### config.mk
export PLATFORM = sky130hd
export DESIGN_NAME = match_controller_flat
export DESIGN_NICKNAME = d
export VERILOG_FILES = /design/src/rtl/match_controller_if.sv /design/src/rtl/match_controller.sv /design/src/flat_wrapper.sv
export SDC_FILE = /design/constraint.sdc
export NUM_CORES = 1
export LEC_CHECK = 0
export ABC_CLOCK_PERIOD_IN_PS = 3500
export BUFFER_PORTS_ARGS = -buffer_cell sky130_fd_sc_hd__buf_2
export CAP_MARGIN = 25
export CORE_MARGIN = 2
export CORE_UTILIZATION = 25
export CTS_BUF_LIST = sky130_fd_sc_hd__clkbuf_8 sky130_fd_sc_hd__clkbuf_16
export DETAILED_ROUTE_END_ITERATION = 8
export GPL_TIMING_DRIVEN = 0
export PLACE_DENSITY = 0.44
export SLEW_MARGIN = 25
export SYNTH_ARGS = -nofsm -noshare
export SYNTH_HDL_FRONTEND = slang
export SYNTH_SLANG_ARGS = --single-unit
### constraint.sdc
create_clock -name i_clk -period 3.5 [get_ports i_clk]
set_input_delay 0.7 -clock i_clk [delete_from_list [all_inputs] [get_ports i_clk]]
set_output_delay 0.7 -clock i_clk [all_outputs]
set_load 0.01 [all_outputs]
### src/rtl/match_controller_if.sv
// Signal bundle between the match controller and its neighbours
// (ball controller inputs, scoreboard/overlay outputs).
interface match_controller_if;
  logic       i_btn_start;
  logic       i_miss_left;
  logic       i_miss_right;
  logic       o_ball_hold;
  logic       o_serve_dir;
  logic [3:0] o_score_left;
  logic [3:0] o_score_right;
  logic [1:0] o_game_state;
  logic       o_winner;

  modport master (
    output i_btn_start, i_miss_left, i_miss_right,
    input  o_ball_hold, o_serve_dir, o_score_left, o_score_right, o_game_state, o_winner
  );

  modport slave (
    input  i_btn_start, i_miss_left, i_miss_right,
    output o_ball_hold, o_serve_dir, o_score_left, o_score_right, o_game_state, o_winner
  );
endinterface

### src/rtl/match_controller.sv
// Match-level FSM: scoring, serve hold/release and end-of-match detection.
// Optional MATCH_AUTO_RESTART_EN returns GAME_OVER to IDLE after RESTART_DELAY cycles.
module match_controller #(
  parameter int WIN_SCORE     = 11,
  parameter int SERVE_DELAY   = 65_000_000,
  parameter int RESTART_DELAY = 325_000_000
) (
  input  logic             i_clk,
  input  logic             i_rst_n,
  match_controller_if.slave bus
);

  localparam int MAX_DELAY = (SERVE_DELAY > RESTART_DELAY) ? SERVE_DELAY : RESTART_DELAY;
  localparam int CNT_W     = $clog2(MAX_DELAY + 1);

  localparam logic [CNT_W-1:0] SERVE_LOAD = CNT_W'(SERVE_DELAY - 1);
`ifdef MATCH_AUTO_RESTART_EN
  localparam logic [CNT_W-1:0] RESTART_LOAD = CNT_W'(RESTART_DELAY - 1);
`endif
  localparam logic [3:0] WIN = 4'(WIN_SCORE);

  typedef enum logic [1:0] {
    S_IDLE      = 2'b00,
    S_SERVE     = 2'b01,
    S_PLAY      = 2'b10,
    S_GAME_OVER = 2'b11
  } state_t;

  state_t           r_state;
  logic [CNT_W-1:0] r_count;
  logic [3:0]       r_score_left;
  logic [3:0]       r_score_right;
  logic             r_serve_dir;
  logic             r_winner;
  logic             r_ball_hold;
  logic             r_start_d;
  logic             r_miss_left_d;
  logic             r_miss_right_d;

  state_t           w_state_next;
  logic [CNT_W-1:0] w_count_next;
  logic [3:0]       w_score_left_next;
  logic [3:0]       w_score_right_next;
  logic             w_serve_dir_next;
  logic             w_winner_next;
  logic             w_start_ev;
  logic             w_miss_left_ev;
  logic             w_miss_right_ev;

  assign w_start_ev      = bus.i_btn_start  & ~r_start_d;
  assign w_miss_left_ev  = bus.i_miss_left  & ~r_miss_left_d;
  assign w_miss_right_ev = bus.i_miss_right & ~r_miss_right_d;

  always_comb begin
    w_state_next       = r_state;
    w_count_next       = r_count;
    w_score_left_next  = r_score_left;
    w_score_right_next = r_score_right;
    w_serve_dir_next   = r_serve_dir;
    w_winner_next      = r_winner;

    case (r_state)
      S_IDLE: begin
        if (w_start_ev) begin
          w_state_next = S_SERVE;
          w_count_next = SERVE_LOAD;
        end
      end

      S_SERVE: begin
        if (r_count == '0) begin
          w_state_next = S_PLAY;
        end else begin
          w_count_next = r_count - 1'b1;
        end
      end

      // Simultaneous misses cancel out and simply re-serve.
      S_PLAY: begin
        if (w_miss_left_ev && w_miss_right_ev) begin
          w_state_next = S_SERVE;
          w_count_next = SERVE_LOAD;
        end else if (w_miss_left_ev) begin
          w_score_right_next = r_score_right + 4'd1;
          w_serve_dir_next   = 1'b0;
          if (w_score_right_next == WIN) begin
            w_state_next  = S_GAME_OVER;
            w_winner_next = 1'b1;
`ifdef MATCH_AUTO_RESTART_EN
            w_count_next  = RESTART_LOAD;
`endif
          end else begin
            w_state_next = S_SERVE;
            w_count_next = SERVE_LOAD;
          end
        end else if (w_miss_right_ev) begin
          w_score_left_next = r_score_left + 4'd1;
          w_serve_dir_next  = 1'b1;
          if (w_score_left_next == WIN) begin
            w_state_next  = S_GAME_OVER;
            w_winner_next = 1'b0;
`ifdef MATCH_AUTO_RESTART_EN
            w_count_next  = RESTART_LOAD;
`endif
          end else begin
            w_state_next = S_SERVE;
            w_count_next = SERVE_LOAD;
          end
        end
      end

      S_GAME_OVER: begin
        if (w_start_ev) begin
          w_state_next       = S_SERVE;
          w_count_next       = SERVE_LOAD;
          w_score_left_next  = 4'd0;
          w_score_right_next = 4'd0;
          w_serve_dir_next   = 1'b1;
        end
`ifdef MATCH_AUTO_RESTART_EN
        else if (r_count == '0) begin
          w_state_next       = S_IDLE;
          w_score_left_next  = 4'd0;
          w_score_right_next = 4'd0;
          w_serve_dir_next   = 1'b1;
        end else begin
          w_count_next = r_count - 1'b1;
        end
`endif
      end

      default: begin
        w_state_next = S_IDLE;
      end
    endcase
  end

  // ball_hold is derived from the next state so it stays a pure register output.
  always_ff @(posedge i_clk or negedge i_rst_n) begin
    if (!i_rst_n) begin
      r_state        <= S_IDLE;
      r_count        <= '0;
      r_score_left   <= 4'd0;
      r_score_right  <= 4'd0;
      r_serve_dir    <= 1'b1;
      r_winner       <= 1'b0;
      r_ball_hold    <= 1'b1;
      r_start_d      <= 1'b0;
      r_miss_left_d  <= 1'b0;
      r_miss_right_d <= 1'b0;
    end else begin
      r_state        <= w_state_next;
      r_count        <= w_count_next;
      r_score_left   <= w_score_left_next;
      r_score_right  <= w_score_right_next;
      r_serve_dir    <= w_serve_dir_next;
      r_winner       <= w_winner_next;
      r_ball_hold    <= (w_state_next != S_PLAY);
      r_start_d      <= bus.i_btn_start;
      r_miss_left_d  <= bus.i_miss_left;
      r_miss_right_d <= bus.i_miss_right;
    end
  end

  assign bus.o_ball_hold   = r_ball_hold;
  assign bus.o_serve_dir   = r_serve_dir;
  assign bus.o_score_left  = r_score_left;
  assign bus.o_score_right = r_score_right;
  assign bus.o_game_state  = r_state;
  assign bus.o_winner      = r_winner;

endmodule

### src/flat_wrapper.sv
// flat-port wrapper written by rule: the top's interface ports become plain ports
module match_controller_flat 
#(
  parameter int WIN_SCORE     = 11,
  parameter int SERVE_DELAY   = 65_000_000,
  parameter int RESTART_DELAY = 325_000_000
)
  (i_clk, i_rst_n, bus_i_btn_start, bus_i_miss_left, bus_i_miss_right, bus_o_ball_hold, bus_o_serve_dir, bus_o_score_left, bus_o_score_right, bus_o_game_state, bus_o_winner);
  match_controller_if bus_i ();
  input  logic i_clk;
  input  logic i_rst_n;
  input wire logic [$bits(bus_i.i_btn_start)-1:0] bus_i_btn_start;
  input wire logic [$bits(bus_i.i_miss_left)-1:0] bus_i_miss_left;
  input wire logic [$bits(bus_i.i_miss_right)-1:0] bus_i_miss_right;
  output wire logic [$bits(bus_i.o_ball_hold)-1:0] bus_o_ball_hold;
  output wire logic [$bits(bus_i.o_serve_dir)-1:0] bus_o_serve_dir;
  output wire logic [$bits(bus_i.o_score_left)-1:0] bus_o_score_left;
  output wire logic [$bits(bus_i.o_score_right)-1:0] bus_o_score_right;
  output wire logic [$bits(bus_i.o_game_state)-1:0] bus_o_game_state;
  output wire logic [$bits(bus_i.o_winner)-1:0] bus_o_winner;
  assign bus_i.i_btn_start = bus_i_btn_start;
  assign bus_i.i_miss_left = bus_i_miss_left;
  assign bus_i.i_miss_right = bus_i_miss_right;
  assign bus_o_ball_hold = bus_i.o_ball_hold;
  assign bus_o_serve_dir = bus_i.o_serve_dir;
  assign bus_o_score_left = bus_i.o_score_left;
  assign bus_o_score_right = bus_i.o_score_right;
  assign bus_o_game_state = bus_i.o_game_state;
  assign bus_o_winner = bus_i.o_winner;
  match_controller #(.WIN_SCORE(WIN_SCORE), .SERVE_DELAY(SERVE_DELAY), .RESTART_DELAY(RESTART_DELAY)) u_core (.i_clk(i_clk), .i_rst_n(i_rst_n), .bus(bus_i));
endmodule
==> metrics.md <==
| Metric | Value |
|---|---|
| Detail Route Antenna Nets | `0` |
| Post-synthesis simple-gate area fraction | `30.1%` |
| Max Cap Violations | `0` |
| # setup viols final | `0` |
| Main synth FF type | `dfrtp_1` |
| Slowest-stage cell, CP | `clkbuf_1` |
| Yosys warning total | `0` |
| Startpoint Class | `flop` |
| P_int | `0.908 mW` |
| Worst setup margin | `668 ps` |
| First-pass GRT wire length | `13.6 mm` |
| Final Hold Viols | `0` |
| Register area share after synthesis | `38.5%` |
| Critical Path Source | `u_core.bus.o_score_left[0]$_DFFE_PN0P_` |
| Wirelength, routed | `8.22 mm` |
| Flop pwr share | `38.9%` |
| XOR/XNOR Fraction of Synth Area | `0.598%` |
| Sw frac | `38.1%` |
| Hold WS | `419 ps` |
| R2R Path Start | `u_core.bus.o_score_left[0]$_DFFE_PN0P_` |
| CTS tree | `done` |
| Fill cell total of the finished layout | `around 1200` |
| Syn_nets | `360` |
| Final #Nets | `384` |
| Cells after Synth | `342` |
| R2r setup slk | `670 ps` |
| Worst hold path class | `primary input to async pin` |
| Vias after detailed routing | `2694` |
| Number of diodes | `0` |
| Skew final | `~7.7 ps` |
| Die footprint | `about 13000 um^2` |
| RR Endpoint | `u_core.r_count[24]$_DFFE_PN0P_` |
| Async S/R FF share, synth | `100%` |
| First DRT Iteration DRCs | `153` |
| H-tree lvl count | `2` |
| DR vias/cell | `5.28` |
| Fmax | `353 MHz` |
| Die Height | `~110 um` |
| Layout area overhead | `13.8%` |
| Mux share of post-synthesis cell area | `0%` |
| Pwr/cell area | `approximately 440 nW/um^2` |
| Psw | `0.560 mW` |
| IO buf count | `17` |
| Worst EP required | `3690 ps` |
| Worst Path Arrival | `3020 ps` |
| Grt ovf | `0` |
| Relative slew margins | `56.4%` |
| Clock power share | `between 30% and 40%` |
| EDFF count, synth | `0` |
| CP Max Fanout | `10` |
| Crit path buffers/inverters | `3` |
| Metal-1 WL | `4.03 mm` |
| Initial antenna violation count | `0` |
| Routed wire per std cell | `16.1 um` |
| Slew Viols, Final | `0` |
| Critical path's most frequent cell | `clkbuf_1` |
| Core area | `about 11000 um^2` |
| Synth Cell Area | `2930 um^2` |
| Setup crit end kind | `flop` |
| Largest net degree at the start of global routing | `46` |
| Top delay family on crit path | `buffers and inverters` |
| Post_cts resized | `0` |
| Site Rows | `39` |
| Post-route DRC | `0` |
| Largest family of logic cells by synthesized area | `simple AND/OR/NAND/NOR gates` |
| Leak pwr | `1.25 nW` |
| Seq cells post-synth | `45` |
| Cell area after layout | `3330 um^2` |
| Post-Place Setup Slack | `367 ps` |
| Tot Pwr | `1.47 mW` |
| All-Layer GR Usage | `a little over an eighth` |
| Met2 wire length | `3.73 mm` |
| Area post-placement | `3200 um^2` |
| Setup TNS | `0 ps` |
| Clk buf depth | `2` |
| Vias in the first global route | `2538` |
| Crit path kind | `flop to flop` |
| Logic pwr share | `29.0%` |
| Top layer in use | `met4` |
| Clock Sinks | `45` |
| Clk slew on worst S/H paths | `70 ps` |
| Slowest Stage Delay on Critical Path | `around 500 ps` |
| Worst Setup EP | `u_core.r_count[24]$_DFFE_PN0P_` |
| CTS Root Buffer Type | `clkbuf_16` |
| CTS Hold Bufs | `0` |
| Share of cells above drive strength 1 | `13.6%` |
| # Post-CTS Setup Buffers | `0` |
| Top area cells in the synthesized netlist | `dfrtp_1, ha_1, nor3_1, nand2_1, o21ai_0` |
| Post-synthesis compound-gate area fraction | `between 20% and 30%` |
| Final min period | `2830 ps` |
| RSZ-0062 raised after global routing | `false` |
| Initial Util | `25.7%` |
| 1st-pass router iterations | `4` |
| Maximum vdd drop | `~0.22 mV` |
| Cell taking the most area after synthesis | `dfrtp_1` |
| Reg2reg path depth | `10` |
| Tightest Pin Transition | `654 ps` |
| Final Cycle Share | `80.9%` |
| Top cell type's share of synthesized area | `a little under two fifths` |
| CTS buffer count | `5` |
| Worst skew pair latency | `290 ps` |
| Routability congestion estimate | `0.799` |
| Routed met3 length | `382 um` |
| Netlist cell types | `54` |
| Die Wd | `112 um` |
| Synth Area per Inst | `around 8.6 um^2` |
| DP HPWL | `between 5 and 6 mm` |
| Number of stages on the worst setup path | `10` |
| Critical path, cell by cell | `inv_1 > ha_1 > nand2_1 > nor3_1 > a41oi_1 > o22a_1 > clkbuf_1 > clkbuf_1 > a21oi_1 > a221oi_1` |
| Adder-cell share of the synthesized area | `5.55%` |
| I/O pin count | `18` |
| Outcome | `finished, final reports clean` |
-- logic make-up after synthesis --
family,Yosys count
flip-flops,45
AND/OR/NAND/NOR,165
buffers and inverters,27
AO/OA/AOI/OAI,90
XOR/XNOR,2
adder cells (fa/ha/maj),13
-- state kept, by name (all words and copies together) (netlist names) --
signal	cells
u_core.r_miss_right_d	1
u_core.bus.o_serve_dir	1
u_core.bus.o_ball_hold	1
u_core.bus.o_winner	1
u_core.bus.o_score_left	4
u_core.r_count	29
u_core.bus.o_game_state	2
u_core.r_miss_left_d	1
u_core.r_start_d	1
u_core.bus.o_score_right	4
-- power groups by stage --
stage	Sequential, mW	Clock (mW)	Combinational, mW
after CTS	0.570	0.494	0.436
after floorplan	0.575	0	0.275
final	0.571	0.472	0.425
after global placement	0.581	0	0.430
after detailed placement	0.580	0	0.432
after global routing	0.575	0.512	0.476
-- through the flow --
step	utilization, %	cells
after floorplan	-	342
after global placement	28.0	502
after detailed placement	28.0	502
after CTS	29.2	510
after global routing	29.2	510
final	29.2	510
-- worst reg2reg max path: stages (launching register included) --
cell,delay [ps]
dfrtp_1,460
inv_1,70
ha_1,210
nand2_1,70
nor3_1,40
a41oi_1,380
o22a_1,220
clkbuf_1,420
clkbuf_1,500
a21oi_1,140
a221oi_1,220
-- layout make-up --
type / count / area, um^2 / share of cell area [%]
plain buffers: 13 / 62.6 / 1.88
clock buffers: 5 / 125 / 3.75
clock inverters: 3 / 13.8 / 0.413
inverters: 14 / 52.6 / 1.58
multi-input cells: 270 / 1690 / 50.5
flip-flops and latches: 45 / 1130 / 33.8
well taps: 143 / 179 / 5.37
repair buffers: 17 / 87.6 / 2.63
-- layer usage --
layer / up-vias / global-route usage [%]
li1: 1317 / -
met1: 1311 / 18.5
met2: 61 / 22.1
met3: 5 / 2.70
met4: 0 / 2.76
met5: - / 0
-- worst min-delay path by stage --
stage	endpoint	slack [ps]	depth (start not counted)	from
2_1_floorplan	u_core.bus.o_game_state[0]$_DFF_PN0_	400	0	i_rst_n
3_3_place_gp	u_core.bus.o_serve_dir$_DFFE_PN1P_	510	2	u_core.bus.o_serve_dir$_DFFE_PN1P_
3_5_place_dp	u_core.bus.o_serve_dir$_DFFE_PN1P_	510	2	u_core.bus.o_serve_dir$_DFFE_PN1P_
4_1_cts	u_core.r_start_d$_DFF_PN0_	450	1	i_rst_n
5_1_grt	u_core.r_start_d$_DFF_PN0_	480	1	i_rst_n
6_report	u_core.r_start_d$_DFF_PN0_	420	1	i_rst_n
-- cell usage after synthesis (9+ instances only) --
library cell	number
ha_1	13
inv_1	13
nor3_1	28
nand3_1	11
dfrtp_1	43
o21ai_0	27
nor2_1	26
or3_1	10
nand2_1	37
clkbuf_1	9
nand2b_1	11
a21oi_1	24
-- placed cells by master (no fill, tap or decap), types with 2 or more instances in the layout --
cell / netlist / layout
o31ai_1: 2 / 2
clkinv_2: 0 / 2
clkbuf_1: 9 / 9
nand4_1: 5 / 5
dfrtp_1: 43 / 43
dfstp_2: 2 / 2
a21oi_1: 24 / 24
buf_4: 1 / 2
inv_1: 13 / 14
nand2_1: 37 / 37
a211oi_2: 8 / 8
nor3_1: 28 / 28
o21ai_0: 27 / 27
nand3b_1: 6 / 6
and2_1: 2 / 2
a221oi_1: 4 / 4
nor2_1: 26 / 26
o311ai_0: 3 / 3
nor4_1: 7 / 7
nand3_1: 11 / 11
o221ai_1: 6 / 6
or4_1: 3 / 3
nand2b_1: 11 / 11
a22oi_1: 2 / 2
and3_1: 8 / 8
ha_1: 13 / 13
or2_2: 2 / 2
clkbuf_16: 0 / 5
or3_1: 10 / 10
buf_2: 2 / 18
a31oi_1: 2 / 2
(Power assumes the default switching activity.)
